--- src/rtl/uart_xcvr_if.sv ---
// uart_xcvr_if: byte-level TX/RX valid/ready handshakes between the core logic and uart_xcvr.
interface uart_xcvr_if #(
    parameter int unsigned DATA_BITS = 8
);
    logic [DATA_BITS-1:0] tx_data;
    logic                 tx_valid;
    logic                 tx_ready;
    logic                 tx_busy;
    logic [DATA_BITS-1:0] rx_data;
    logic                 rx_valid;
    logic                 rx_ready;
    logic                 rx_frame_err;
    logic                 rx_overrun;
    logic                 rx_parity_err;

    modport master (
        output tx_data, tx_valid, rx_ready,
        input  tx_ready, tx_busy, rx_data, rx_valid, rx_frame_err, rx_overrun, rx_parity_err
    );

    modport slave (
        input  tx_data, tx_valid, rx_ready,
        output tx_ready, tx_busy, rx_data, rx_valid, rx_frame_err, rx_overrun, rx_parity_err
    );
endinterface

--- src/rtl/uart_xcvr.sv ---
// uart_xcvr: full-duplex UART, independent TX and RX channels with byte-level handshakes.
// Define UART_PARITY_EN to add a parity bit (even/odd selected by PARITY_ODD) on both channels.
module uart_xcvr #(
    parameter int unsigned CLKS_PER_BIT = 234,
    parameter int unsigned DATA_BITS    = 8,
    parameter int unsigned STOP_BITS    = 1,
    parameter int unsigned PARITY_ODD   = 0
) (
    input  logic       clk,
    input  logic       rst,
    uart_xcvr_if.slave bus,
    output logic       uart_tx,
    input  logic       uart_rx
);
    localparam int unsigned CW = $clog2(CLKS_PER_BIT);
    localparam logic [CW-1:0] BIT_LAST  = CW'(CLKS_PER_BIT - 1);
    localparam logic [CW-1:0] HALF_LAST = CW'(CLKS_PER_BIT / 2 - 1);
    localparam logic [3:0]    DATA_LAST = 4'(DATA_BITS - 1);
    localparam logic [3:0]    STOP_LAST = 4'(STOP_BITS - 1);

    if (CLKS_PER_BIT < 4 || DATA_BITS < 5 || DATA_BITS > 9 || STOP_BITS < 1 || STOP_BITS > 2 ||
        PARITY_ODD > 1) begin : gBadParams
        $error("uart_xcvr: illegal parameter set");
    end

    localparam logic [2:0] TX_IDLE = 3'd0, TX_START = 3'd1, TX_DATA = 3'd2, TX_PARITY = 3'd3,
                           TX_STOP = 3'd4;
    localparam logic [2:0] RX_IDLE = 3'd0, RX_START = 3'd1, RX_DATA = 3'd2, RX_PARITY = 3'd3,
                           RX_STOP = 3'd4, RX_BREAK = 3'd5;

    // ---------------- TX ----------------
    logic [2:0]           txState;
    logic [CW-1:0]        txCnt;
    logic [3:0]           txBit;
    logic [DATA_BITS-1:0] txShift;
`ifdef UART_PARITY_EN
    logic                 txPar;
`endif

    always_ff @(posedge clk or posedge rst) begin
        if (rst) begin
            txState <= TX_IDLE;
            txCnt   <= '0;
            txBit   <= '0;
            txShift <= '0;
`ifdef UART_PARITY_EN
            txPar   <= 1'b0;
`endif
            uart_tx <= 1'b1;
        end else if (txState == TX_IDLE) begin
            if (bus.tx_valid) begin
                txState <= TX_START;
                txShift <= bus.tx_data;
`ifdef UART_PARITY_EN
                txPar   <= (^bus.tx_data) ^ PARITY_ODD[0];
`endif
                txCnt   <= '0;
                uart_tx <= 1'b0;
            end
        end else if (txCnt != BIT_LAST) begin
            txCnt <= txCnt + 1'b1;
        end else begin
            // Bit period complete: drive the next line level in the same clk as the state change.
            txCnt <= '0;
            case (txState)
                TX_START: begin
                    txState <= TX_DATA;
                    txBit   <= '0;
                    uart_tx <= txShift[0];
                end
                TX_DATA: begin
                    if (txBit == DATA_LAST) begin
                        txBit   <= '0;
`ifdef UART_PARITY_EN
                        txState <= TX_PARITY;
                        uart_tx <= txPar;
`else
                        txState <= TX_STOP;
                        uart_tx <= 1'b1;
`endif
                    end else begin
                        txBit   <= txBit + 1'b1;
                        txShift <= txShift >> 1;
                        uart_tx <= txShift[1];
                    end
                end
                TX_PARITY: begin
                    txState <= TX_STOP;
                    uart_tx <= 1'b1;
                end
                TX_STOP: begin
                    if (txBit == STOP_LAST) txState <= TX_IDLE;
                    else                    txBit   <= txBit + 1'b1;
                end
                default: begin
                    txState <= TX_IDLE;
                    uart_tx <= 1'b1;
                end
            endcase
        end
    end

    assign bus.tx_ready = (txState == TX_IDLE);
    assign bus.tx_busy  = (txState != TX_IDLE);

    // ---------------- RX ----------------
    logic [1:0]           rxSync;
    logic                 rxBit;
    logic [2:0]           rxState;
    logic [CW-1:0]        rxCnt;
    logic [3:0]           rxIdx;
    logic [DATA_BITS-1:0] rxShift;
    logic [DATA_BITS-1:0] rxData;
    logic                 rxValid;
    logic                 rxFrameErr;
    logic                 rxOverrun;
    logic                 rxParityErr;
`ifdef UART_PARITY_EN
    logic                 rxPar;
`endif

    assign rxBit = rxSync[1];

    always_ff @(posedge clk or posedge rst) begin
        if (rst) begin
            rxSync      <= 2'b11;
            rxState     <= RX_IDLE;
            rxCnt       <= '0;
            rxIdx       <= '0;
            rxShift     <= '0;
            rxData      <= '0;
            rxValid     <= 1'b0;
            rxFrameErr  <= 1'b0;
            rxOverrun   <= 1'b0;
            rxParityErr <= 1'b0;
`ifdef UART_PARITY_EN
            rxPar       <= 1'b0;
`endif
        end else begin
            rxSync      <= {rxSync[0], uart_rx};
            rxFrameErr  <= 1'b0;
            rxOverrun   <= 1'b0;
            rxParityErr <= 1'b0;
            if (rxValid && bus.rx_ready) rxValid <= 1'b0;

            case (rxState)
                RX_IDLE: begin
                    rxCnt <= '0;
                    if (!rxBit) rxState <= RX_START;
                end
                RX_START: begin
                    if (rxCnt == HALF_LAST) begin
                        rxCnt   <= '0;
                        rxIdx   <= '0;
                        rxState <= rxBit ? RX_IDLE : RX_DATA;
                    end else begin
                        rxCnt <= rxCnt + 1'b1;
                    end
                end
                RX_DATA: begin
                    if (rxCnt == BIT_LAST) begin
                        rxCnt   <= '0;
                        rxShift <= {rxBit, rxShift[DATA_BITS-1:1]};
                        if (rxIdx == DATA_LAST) begin
`ifdef UART_PARITY_EN
                            rxState <= RX_PARITY;
`else
                            rxState <= RX_STOP;
`endif
                        end else begin
                            rxIdx <= rxIdx + 1'b1;
                        end
                    end else begin
                        rxCnt <= rxCnt + 1'b1;
                    end
                end
`ifdef UART_PARITY_EN
                RX_PARITY: begin
                    if (rxCnt == BIT_LAST) begin
                        rxCnt   <= '0;
                        rxPar   <= rxBit;
                        rxState <= RX_STOP;
                    end else begin
                        rxCnt <= rxCnt + 1'b1;
                    end
                end
`endif
                RX_STOP: begin
                    if (rxCnt == BIT_LAST) begin
                        rxCnt <= '0;
                        if (rxBit) begin
                            // Back to IDLE at mid-stop leaves half a bit to catch the next start.
                            rxState <= RX_IDLE;
                            if (rxValid && !bus.rx_ready) begin
                                rxOverrun <= 1'b1;
                            end else begin
                                rxData  <= rxShift;
                                rxValid <= 1'b1;
`ifdef UART_PARITY_EN
                                rxParityErr <= ((^rxShift) ^ rxPar) != PARITY_ODD[0];
`endif
                            end
                        end else begin
                            rxFrameErr <= 1'b1;
                            rxState    <= RX_BREAK;
                        end
                    end else begin
                        rxCnt <= rxCnt + 1'b1;
                    end
                end
                RX_BREAK: begin
                    if (rxBit) rxState <= RX_IDLE;
                end
                default: rxState <= RX_IDLE;
            endcase
        end
    end

    assign bus.rx_data       = rxData;
    assign bus.rx_valid      = rxValid;
    assign bus.rx_frame_err  = rxFrameErr;
    assign bus.rx_overrun    = rxOverrun;
    assign bus.rx_parity_err = rxParityErr;
endmodule
--- src/flat_wrapper.sv ---
// flat-port wrapper written by rule: the top's interface ports become plain ports
module uart_xcvr_flat 
#(
    parameter int unsigned CLKS_PER_BIT = 234,
    parameter int unsigned DATA_BITS    = 8,
    parameter int unsigned STOP_BITS    = 1,
    parameter int unsigned PARITY_ODD   = 0
)
  (clk, rst, uart_tx, uart_rx, bus_tx_data, bus_tx_valid, bus_rx_ready, bus_tx_ready, bus_tx_busy, bus_rx_data, bus_rx_valid, bus_rx_frame_err, bus_rx_overrun, bus_rx_parity_err);
  uart_xcvr_if #(.DATA_BITS(DATA_BITS)) bus_i ();
  input  logic clk;
  input  logic rst;
  output logic uart_tx;
  input  logic uart_rx;
  input wire logic [$bits(bus_i.tx_data)-1:0] bus_tx_data;
  input wire logic [$bits(bus_i.tx_valid)-1:0] bus_tx_valid;
  input wire logic [$bits(bus_i.rx_ready)-1:0] bus_rx_ready;
  output wire logic [$bits(bus_i.tx_ready)-1:0] bus_tx_ready;
  output wire logic [$bits(bus_i.tx_busy)-1:0] bus_tx_busy;
  output wire logic [$bits(bus_i.rx_data)-1:0] bus_rx_data;
  output wire logic [$bits(bus_i.rx_valid)-1:0] bus_rx_valid;
  output wire logic [$bits(bus_i.rx_frame_err)-1:0] bus_rx_frame_err;
  output wire logic [$bits(bus_i.rx_overrun)-1:0] bus_rx_overrun;
  output wire logic [$bits(bus_i.rx_parity_err)-1:0] bus_rx_parity_err;
  assign bus_i.tx_data = bus_tx_data;
  assign bus_i.tx_valid = bus_tx_valid;
  assign bus_i.rx_ready = bus_rx_ready;
  assign bus_tx_ready = bus_i.tx_ready;
  assign bus_tx_busy = bus_i.tx_busy;
  assign bus_rx_data = bus_i.rx_data;
  assign bus_rx_valid = bus_i.rx_valid;
  assign bus_rx_frame_err = bus_i.rx_frame_err;
  assign bus_rx_overrun = bus_i.rx_overrun;
  assign bus_rx_parity_err = bus_i.rx_parity_err;
  uart_xcvr #(.CLKS_PER_BIT(CLKS_PER_BIT), .DATA_BITS(DATA_BITS), .STOP_BITS(STOP_BITS), .PARITY_ODD(PARITY_ODD)) u_core (.clk(clk), .rst(rst), .bus(bus_i), .uart_tx(uart_tx), .uart_rx(uart_rx));
endmodule
--- config.mk ---
export PLATFORM = sky130hd
export DESIGN_NAME = uart_xcvr_flat
export DESIGN_NICKNAME = d
export VERILOG_FILES = /design/src/rtl/uart_xcvr_if.sv /design/src/rtl/uart_xcvr.sv /design/src/flat_wrapper.sv
export SDC_FILE = /design/constraint.sdc
export NUM_CORES = 1
export LEC_CHECK = 0
export ABC_AREA = 1
export BUFFER_PORTS_ARGS = -buffer_cell sky130_fd_sc_hd__buf_2
export CORE_UTILIZATION = 60
export DETAILED_ROUTE_END_ITERATION = 10
export PLACE_DENSITY = 0.8
export SKIP_CTS_REPAIR_TIMING = 1
export SLEW_MARGIN = 20
export SYNTH_ARGS = -nofsm -noshare
export SYNTH_HDL_FRONTEND = slang
export SYNTH_SLANG_ARGS = --single-unit
--- constraint.sdc ---
create_clock -name clk -period 5.2 [get_ports clk]
set_clock_uncertainty 0.05 [all_clocks]
set_input_delay 1.3 -clock clk [delete_from_list [all_inputs] [get_ports clk]]
set_output_delay 1.3 -clock clk [all_outputs]
set_load 0.02 [all_outputs]
Yosys cells after proc, flatten, opt, wreduce, memory -nomap -nowiden
Index checks and enable logic that the tools add are counted.
Operators by class
  eq/ne operators: 27
  bitwise logic cells: 3
  muxes and demuxes: 50
  add/sub/neg operators: 4
  reductions and logical operators: 20
Operators with widths (number)
  $mux 8: 10
  $mux 3: 12
  $pmux 8 s3: 1
  $mux 4: 5
  $reduce_and 4->1: 5
  $add 8x1->8 const B: 2
  $mux 1: 16
  $pmux 3 s5: 1
  $ne 2x2->1 const B: 7
  $pmux 3 s4: 1
  $pmux 4 s3: 1
  $ne 2x1->1 const B: 5
  $eq 3x2->1 const B: 3
  $eq 3x3->1 const B: 3
  $reduce_bool 3->1: 3
  $add 4x1->4 const B: 2
  $eq 4x3->1 const B: 2
  $eq 8x7->1 const B: 1
  $eq 8x8->1 const B: 1
  $ne 8x8->1 const B: 1
  $pmux 4 s2: 1
  $eq 3x1->1 const B: 2
  $logic_not 3->1: 2
  $ne 3x2->1 const B: 2
  11 further kinds: 15
Storage, ports and cells
  register bits after elaboration: 60
  input port bits: 13
  output and inout port bits: 15

Depth between registers and ports, before layout
Gate-level depths: netlist of run 1.
  depth in word-level cells: 6
  mapped depth: 10

Worst setup path before layout of run 1
No wires, ideal clock.
  path type: register -> output
  from: register u_core.txState[0]
  to: output bus_tx_ready
  setup slack: 2.952 ns
  arrival time: 0.898 ns
  cell stages (with the launch flop): 5
  cell sequence: dfrtp_1 > nor2_1 > nand2_1 > inv_1 > buf_2
Between the ends
  word-level cells in the longest chain between the ends: 1
RTL lines
  start, declared: line uart_xcvr.sv:32  | logic [2:0] txState;
  start signal, assigned: line uart_xcvr.sv:42  | txState <= TX_IDLE;
  start signal, assigned: line uart_xcvr.sv:52  | txState <= TX_START;
  start signal, assigned: line uart_xcvr.sv:67  | txState <= TX_DATA;
  $logic_not 3->1: line uart_xcvr.sv:103  | assign bus.tx_ready = (txState == TX_IDLE);
  end, declared: line flat_wrapper.sv:18  | output wire logic [$bits(bus_i.tx_ready)-1:0] bus_tx_ready;
Every way passes these cells.

Final worst setup path of run 1
Same ends and word-level chain as after synthesis.

==> impl.org, run 1 <==
** Status
- The flow ran to the end, and the final reports show no timing, DRC or antenna violations.

** Final layout
- The final layout contains 478 nets.
- Once layout is complete, the cells apart from fillers number 531.
- Antenna fix cells :: 0
- The area growth from synthesis to layout is 10.9%.
- In the final layout, the share of cells above drive strength 1 is a little over an eighth.

** Setup path
- In this run the worst path has a maximum fanout of 12.
- Critical path launch point type :: flop
- Crit path capture type :: output port
- The cell family contributing the most delay on the critical path is buffers and inverters.
- The worst setup path is of the reg -> out kind.
- Slowest cell delay on critical path :: 0.41 ns
- Critical-path top delay cell :: sky130_fd_sc_hd__dfrtp_1
- Required arrival time at the worst endpoint :: 3.85 ns
- The critical path goes through nor2_1 -> nand2_1 -> inv_1 -> buf_2.
- Arrival time at the worst endpoint :: 1.77 ns
- Counting both buffers and inverters, the worst setup path holds a total of 2.

** Pwr
- Summed over all cells, the static leakage comes to 0.00195 uW.
- For this design the ratio of total power to cell area is 352 nW/um^2.
- Total power consumption of the routed design :: 1250 uW
- IR drop worst, VDD :: 0.000188 V

** Global route
- Global routing consumed, over all layers together, 25.2% of the routing resources.
- Vias in the first global route :: 2510
- The number of antenna violations at the first check in global routing is 0.
- First-pass GRT wire length :: roughly 11 mm
- Global-route congestion overflow total :: 0
- Entering global routing, the biggest net connects 61 pins.

** Routing
- The first routing iteration left 189 violations.
- The pre-antenna-repair detailed-routing pass consisted of 4 iterations.
- In the final routed layout, each cell accounts on average for about 12 um.
- The final route contains between 2000 and 3000 vias.
- Once detail routing completed, the nets flagged for antenna violations numbered 0.
- # DRC :: 0
- Mean number of vias per cell :: 5.09
- For this block, the routed nets add up to 6.31 mm of wire.

** Clock network
- At the later pin of the worst-skew pair, clock insertion delay measures 0.34 ns.
- In this run the number of H-tree levels came out at 3.
- Clock-pin slew reported for the worst setup and hold paths after clock tree synthesis :: 0.06 ns
- The cell sitting at the root of the clock tree is a sky130_fd_sc_hd__clkbuf_8.
- TritonCTS created 9 clock buffers.
- Clock sink count :: 60
- TritonCTS built the clock tree.
- Buffers from clock root to sink, at most :: 2

** STA
- Setup repair after global routing left no endpoint under its margin.
- After layout, the minimum clock period comes to 3.12 ns.
- After layout, the worst path uses 59.9% of the clock period.
- Final Hold Violating Endpoints :: 0
- Slew Limit Fails :: 0
- For the pin with the worst max-slew slack, the measured transition is 0.750 ns.
- Worst slew margin relative to its limit :: 50.0%
- Derived from the worst setup path, the maximum achievable clock frequency is 0.321 GHz.
- Number of setup violations in the final report :: 0
- In the final timing run, aggregate negative setup slack is 0 ns.

** Floorplan
- The die covers 5630 um^2.
- In this run the standard cell core region covers ~5000 um^2.
- The initial utilization of the core area, before any placement, comes to 62.3%.
- DIE WIDTH :: 75.1 um
- Top Ports :: 28
- Overall die height :: 75.1 um
- Number of placement rows :: 26

** Logic synthesis
- In this run, synthesis inferred 0 flip-flops with an integrated enable.
- Post-synthesis async set-or-reset flop share :: 100%
- Seq/Total Area, Yosys :: 47.0%
- For this run, the leading register cell type out of synthesis is sky130_fd_sc_hd__dfrtp_1.
- Syn. warnings :: 0
- Number of unique standard cell types used by synthesis :: 29
- Counting flops and latches in the post-synthesis netlist gives 60.
- Mapped Area :: 3200 um^2
- Synthesized netlist net count :: 448
- Average footprint of a synthesized cell :: 7.50 um^2
- Cell count after synthesis :: between 400 and 500

** Min path
- The worst hold path belongs to the class reg -> reg.

** Placed design
- Count of input and output buffers :: 26
- Counting tap cells, the placed design contains a total of slightly above 500 instances.
- Post-detailed-placement half-perimeter wirelength :: 4.50 mm
- At the end of routability-driven placement, the weighted congestion stood at 0.886.

** Run
- Across the run, the number of max-cap violations was 0.
==> registers in the layout, indices dropped and copies added (netlist names), 2 cells and up <==
register / count
u_core.bus.rx_data: 8
u_core.rxCnt: 8
u_core.rxIdx: 4
u_core.rxShift: 8
u_core.rxState: 3
u_core.rxSync: 2
u_core.txBit: 4
u_core.txCnt: 8
u_core.txShift: 8
u_core.txState: 3
==> synthesized netlist by cell type, drive strengths merged (2+ instances only) <==
library cell | instances | share of area (%)
nand2 | 163 | 20
o22ai | 4 | 0.78
xor2 | 5 | 1.4
dfstp | 3 | 2.5
nor2 | 38 | 4.8
nand4 | 7 | 1.4
o21bai | 3 | 0.70
nor3 | 3 | 0.98
nand3 | 50 | 7.8
buf | 7 | 1.2
o21ai | 19 | 3.0
nand3b | 3 | 0.70
ha | 8 | 3.1
a21oi | 2 | 0.31
xnor2 | 3 | 0.82
dfrtp | 57 | 45
inv | 48 | 5.6
==> path summary, 6_finish.rpt <==
path	depth (start not counted)	slack, ns	startpoint	endpoint
worst max register to register	8	3.01	u_core.txState[0]	u_core.txShift[3]
worst min-delay path	0	0.31	u_core.rxSync[0]	u_core.rxSync[1]
min in group asynchronous	3	1.12	rst	u_core.rxShift[2]
worst min register to register	0	0.31	u_core.rxSync[0]	u_core.rxSync[1]
max in group asynchronous	3	3.48	rst	u_core.rxCnt[0]
worst max-delay path	4	2.08	u_core.txState[0]	bus_tx_ready
==> where the power goes <==
part           internal, uW  switching (uW)  total, uW
Sequential              527            57.5        585
Combinational          98.1             203        301
Clock                   195             169        364
Total                   820             430       1250
==> per-layer routing <==
metal | GRT usage [%] | vias up | wire length [um]
met5 | 0 | - | 0
met4 | 11.1 | 0 | 87
met3 | 6.02 | 7 | 202
met2 | 42.2 | 48 | 3050
met1 | 31.2 | 1252 | 2960
li1 | - | 1398 | -
==> cells in the final DEF (no fill, tap or decap), types with 2 or more instances in the layout <==
cell / count
sky130_fd_sc_hd__nand4_1: 7
sky130_fd_sc_hd__o21bai_1: 3
sky130_fd_sc_hd__nand3b_1: 3
sky130_fd_sc_hd__ha_1: 8
sky130_fd_sc_hd__o21ai_0: 13
sky130_fd_sc_hd__nand2_1: 156
sky130_fd_sc_hd__nor2_1: 33
sky130_fd_sc_hd__a21oi_1: 2
sky130_fd_sc_hd__o21ai_1: 6
sky130_fd_sc_hd__clkbuf_1: 2
sky130_fd_sc_hd__inv_2: 3
sky130_fd_sc_hd__inv_1: 45
sky130_fd_sc_hd__clkbuf_8: 11
sky130_fd_sc_hd__o22ai_1: 4
sky130_fd_sc_hd__clkinv_2: 2
sky130_fd_sc_hd__xor2_1: 5
sky130_fd_sc_hd__dfstp_2: 3
sky130_fd_sc_hd__nor2_2: 5
sky130_fd_sc_hd__nand2_2: 6
sky130_fd_sc_hd__xnor2_1: 3
sky130_fd_sc_hd__dfrtp_1: 57
sky130_fd_sc_hd__buf_2: 26
sky130_fd_sc_hd__nand3_1: 50
==> cell families after synthesis <==
kind of cell,synth area share [%]
flops,47.0
other cells,0.117
compound gates,4.77
buf+inv,7.11
simple gates,35.7
fa+ha+maj,3.13
xor+xnor,2.19
==> area by class of cell <==
cell class	instances	area, um^2
clock buffer	13	159
clock inverter	2	10.0
multi-input combinational	310	1470
inverter	49	184
sequential	60	1510
timing repair buffer	27	138
tap	70	87.6
fill	450	1590
==> per-stage QoR <==
stage                     worst slack, ns  hold slack (ns)  utilization [%]  instance area [um^2]
after floorplan                      2.37            0.295                -                  3200
after global routing                 1.96            0.310             69.1                  3550
after detailed placement             2.45            0.300             65.8                  3380
after global placement               2.52            0.297             65.8                  3380
final                                2.08            0.308             69.1                  3550
after CTS                            2.10            0.309             69.1                  3550
No activity file was read; power rests on OpenSTA's default activity.
==> run 2, diff against run 1 <==
--- a/config.mk
+++ b/config.mk
@@ -7,9 +7,9 @@
 export LEC_CHECK = 0
 export ABC_AREA = 1
 export BUFFER_PORTS_ARGS = -buffer_cell sky130_fd_sc_hd__buf_2
-export CORE_UTILIZATION = 60
+export CORE_UTILIZATION = 59
 export DETAILED_ROUTE_END_ITERATION = 10
-export PLACE_DENSITY = 0.8
+export PLACE_DENSITY = 0.79
 export SKIP_CTS_REPAIR_TIMING = 1
 export SLEW_MARGIN = 20
 export SYNTH_ARGS = -nofsm -noshare
==> constraint.sdc (replaced) <==
create_clock -name clk -period 3.21 [get_ports clk]
set_clock_uncertainty 0.05 [all_clocks]
set_input_delay 0.8025 -clock clk [delete_from_list [all_inputs] [get_ports clk]]
set_output_delay 0.8025 -clock clk [all_outputs]
set_load 0.02 [all_outputs]
==> run 2 against run 1 <==
Effect of this change: final cell count grew 0.56%; flip-flop and latch count unchanged; utilization is 1.1 points higher; register-to-register slack got worse by 2.0 ns; sequential share of layout area down 0.95 points; die area increased by 1.6%; non-clock buffer count increased by 2; power grew 79%; wire length rose by 4.2%; first-iteration DRC count down 28%.
==> impl.org, run 2 (same netlist as run 1, synthesis figures left out) <==
** Clock network
- Clk Tree Root Cell :: sky130_fd_sc_hd__clkbuf_8
- The count of H-tree levels built during CTS came to 3 (unchanged).
- TritonCTS built the clock tree.
- The TritonCTS sink count was 60 (unchanged).
- The clock slew seen by the registers of the worst setup and hold paths is 0.06 ns (about the same).
- Clk_lat worst skew :: 0.34 ns (about the same)
- The number of buffers created by CTS is 9 (unchanged).
- The number of buffers on the longest clock path is 2 (unchanged).

** Floorplan
- The I/O pin total came to 28 (unchanged).
- The width of the die was 75.7 um (+0.82%).
- The site row count was 26 (unchanged).
- The standard cell core area was 5170 um^2 (+0.63%).
- Initial core utilization :: 61.9% (-0.39 points)
- Overall die height :: 75.7 um (+0.82%)
- Die ar. :: 5730 um^2 (+1.6%)

** Routing
- The detailed router's first-iteration violation count is 137 (-28%).
- The average via count per standard cell is 5.29 (+3.8%).
- The routed length per instance is 12.3 um (+3.6%).
- WL final :: 6.57 mm (+4.2%)
- Number of nets with antenna violations after routing :: 0 (unchanged)
- Iteration count of the initial detailed-routing pass :: 5 (+1)
- # DRC :: 0 (unchanged)
- The total vias in the final route was 2823 (+4.4%).

** Pwr
- Internal power component :: 1510 uW (+84%)
- Clock network fraction of design power :: 35.3% (+6.2 points)
- The overall power of the completed layout came to 2240 uW (+79%).
- The power dissipated by switching net loads is 726 uW (+69%).
- The power density normalized to cell area was 616 nW/um^2 (+75%).
- Sequential share of power :: 42.4% (-4.4 points)
- IR drop worst, VDD :: 0.000357 V (+90%)
- Leak :: 0.00199 uW (+2.2%)
- Logic gate share of total power :: 22.3% (-1.8 points)
- Switching power share of the total :: 32.4% (-2.0 points)

** Setup path
- STA classifies the critical path endpoint as an output port.
- In this run the critical register-to-register path is launched from u_core.txState[0].
- Worst Setup Path Type :: reg -> out
- Crit. Startpoint :: u_core.txState[0]
- The worst-case reg-to-reg path depth was 8 (unchanged).
- Arrival time at the worst endpoint :: 1.77 ns (about the same)
- The largest incremental delay on the critical path was 0.42 ns (about the same).
- Critical path launch point type :: flop
- Required arrival time at the worst endpoint :: 2.36 ns (-1.49 ns)
- The maximum fanout count along the critical path was 12 (unchanged).
- The critical path goes through nor2_1 -> nand2_1 -> inv_1 -> buf_2.
- Critical-path top delay cell :: sky130_fd_sc_hd__dfrtp_1

** Global route
- The global-route wire length before repair is 11.0 mm (+4.7%).
- The global-route congestion overflow total was 0 (unchanged).
- GRT Overall Usage :: 25.9% (+0.64 points)
- Pin count of the biggest net entering global routing :: 30 (-51%)
- The via count of the first global-routing pass came to 2635 (+5.0%).
- The number of antenna violations at the first check in global routing is 0 (unchanged).

** Placed design
- The routability congestion estimate from global placement is 0.925 (+4.4%).
- The sum of net half-perimeters after detailed placement is 4.60 mm (+2.1%).
- Count of input and output buffers :: 26 (unchanged)

** STA
- The worst relative slew slack is 60.2% (+10 points).
- For this run, the top clock speed supported by timing is 0.382 GHz.
- The final hold violation count was 0 (unchanged).
- The actual transition at the worst max-transition pin was 0.597 ns (-0.154 ns).
- Period Utilization, post-route :: 81.6%
- The final max-slew violation count is 0 (unchanged).
- Setup repair after global routing missed its margin :: no
- Number of setup violations in the final report :: 0 (unchanged)
- The post-route setup TNS was 0 ns (unchanged).
- Minimum clock period after layout :: 2.62 ns

** Min path
- The worst hold path belongs to the class reg -> reg.
- The hold path depth was 0 (unchanged).
- Critical hold path startpoint :: u_core.rxSync[0]

** Run
- # Max-Cap Violations :: 0 (unchanged)

** Final layout
- Compared with the post-synthesis result, the final layout area differs by 13.5%.
- Count of nets after finishing :: 480 (+0.42%)
- The library cell used most frequently in the layout, excluding fill and tap cells, is sky130_fd_sc_hd__nand2_1.
- Antenna fix cells :: 0 (unchanged)
- The library cells used most frequently in the layout, excluding fill and tap cells, are sky130_fd_sc_hd__nand2_1 (156), sky130_fd_sc_hd__dfrtp_1 (57), sky130_fd_sc_hd__nand3_1 (50).
- Fraction of layout instances using a drive strength above 1 :: 14.2% (+0.99 points)

** Status
- Status :: complete, no violations
run 2: cell count changes in the layout (fill, tap and decap cells not counted), sizes merged:
cell,change
buf,+2
bufinv,+2
clkbuf,-1
run 2: cell type report:
cell class	count	area [um^2]
timing repair buffer	29	153
inverter	49	184
multi-input combinational	310	1470
fill	407	1540
clock inverter	4	70.1
sequential	60	1510
clock buffer	12	165
tap	70	87.6
run 2: per-stage QoR:
step | worst slack, ns | hold WS, ns | instance area (um^2) | utilization [%] | instances
finish | 0.591 | 0.307 | 3630 | 70.3 | 534
global placement | 1.03 | 0.296 | 3400 | 65.7 | 518
CTS | 0.616 | 0.309 | 3630 | 70.3 | 534
global route | 0.514 | 0.309 | 3630 | 70.3 | 534
floorplan | 0.878 | 0.295 | 3200 | - | 427
detailed placement | 1.00 | 0.299 | 3400 | 65.7 | 518
run 2: path summary, 6_finish.rpt:
path / end / slack [ns]
max: bus_tx_ready / 0.59
min: u_core.rxSync[1] / 0.31
max reg2reg: u_core.txState[1] / 1.02
min reg2reg: u_core.rxSync[1] / 0.31
max in group asynchronous: u_core.uart_tx / 1.92
min in group asynchronous: u_core.rxState[1] / 0.48
run 2: critical path: cells and delay by family, from the launching register on:
kind                   cells  cell delay [ns]
DFF                        1             0.42
buffers and inverters      2             0.61
and+or+nand+nor            2             0.41
run 2: power by group through the flow:
stage          logic [uW]  clock network (uW)  registers [uW]
2_1_floorplan         415                   0             927
3_3_place_gp          472                   0             955
3_5_place_dp          488                   0             959
4_1_cts               496                 803             946
5_1_grt               572                 838             962
6_report              498                 790             949
run 2: layer usage:
| layer | share of wire (%) | track usage (%) | up-vias | routed length [um] |
|---|---|---|---|---|
| li1 | - | - | 1410 | - |
| met1 | 45 | 30.9 | 1320 | 2940 |
| met2 | 49 | 44.1 | 76 | 3190 |
| met3 | 4.7 | 6.88 | 17 | 308 |
| met4 | 2.0 | 11.3 | 0 | 131 |
| met5 | 0 | 0 | - | 0 |
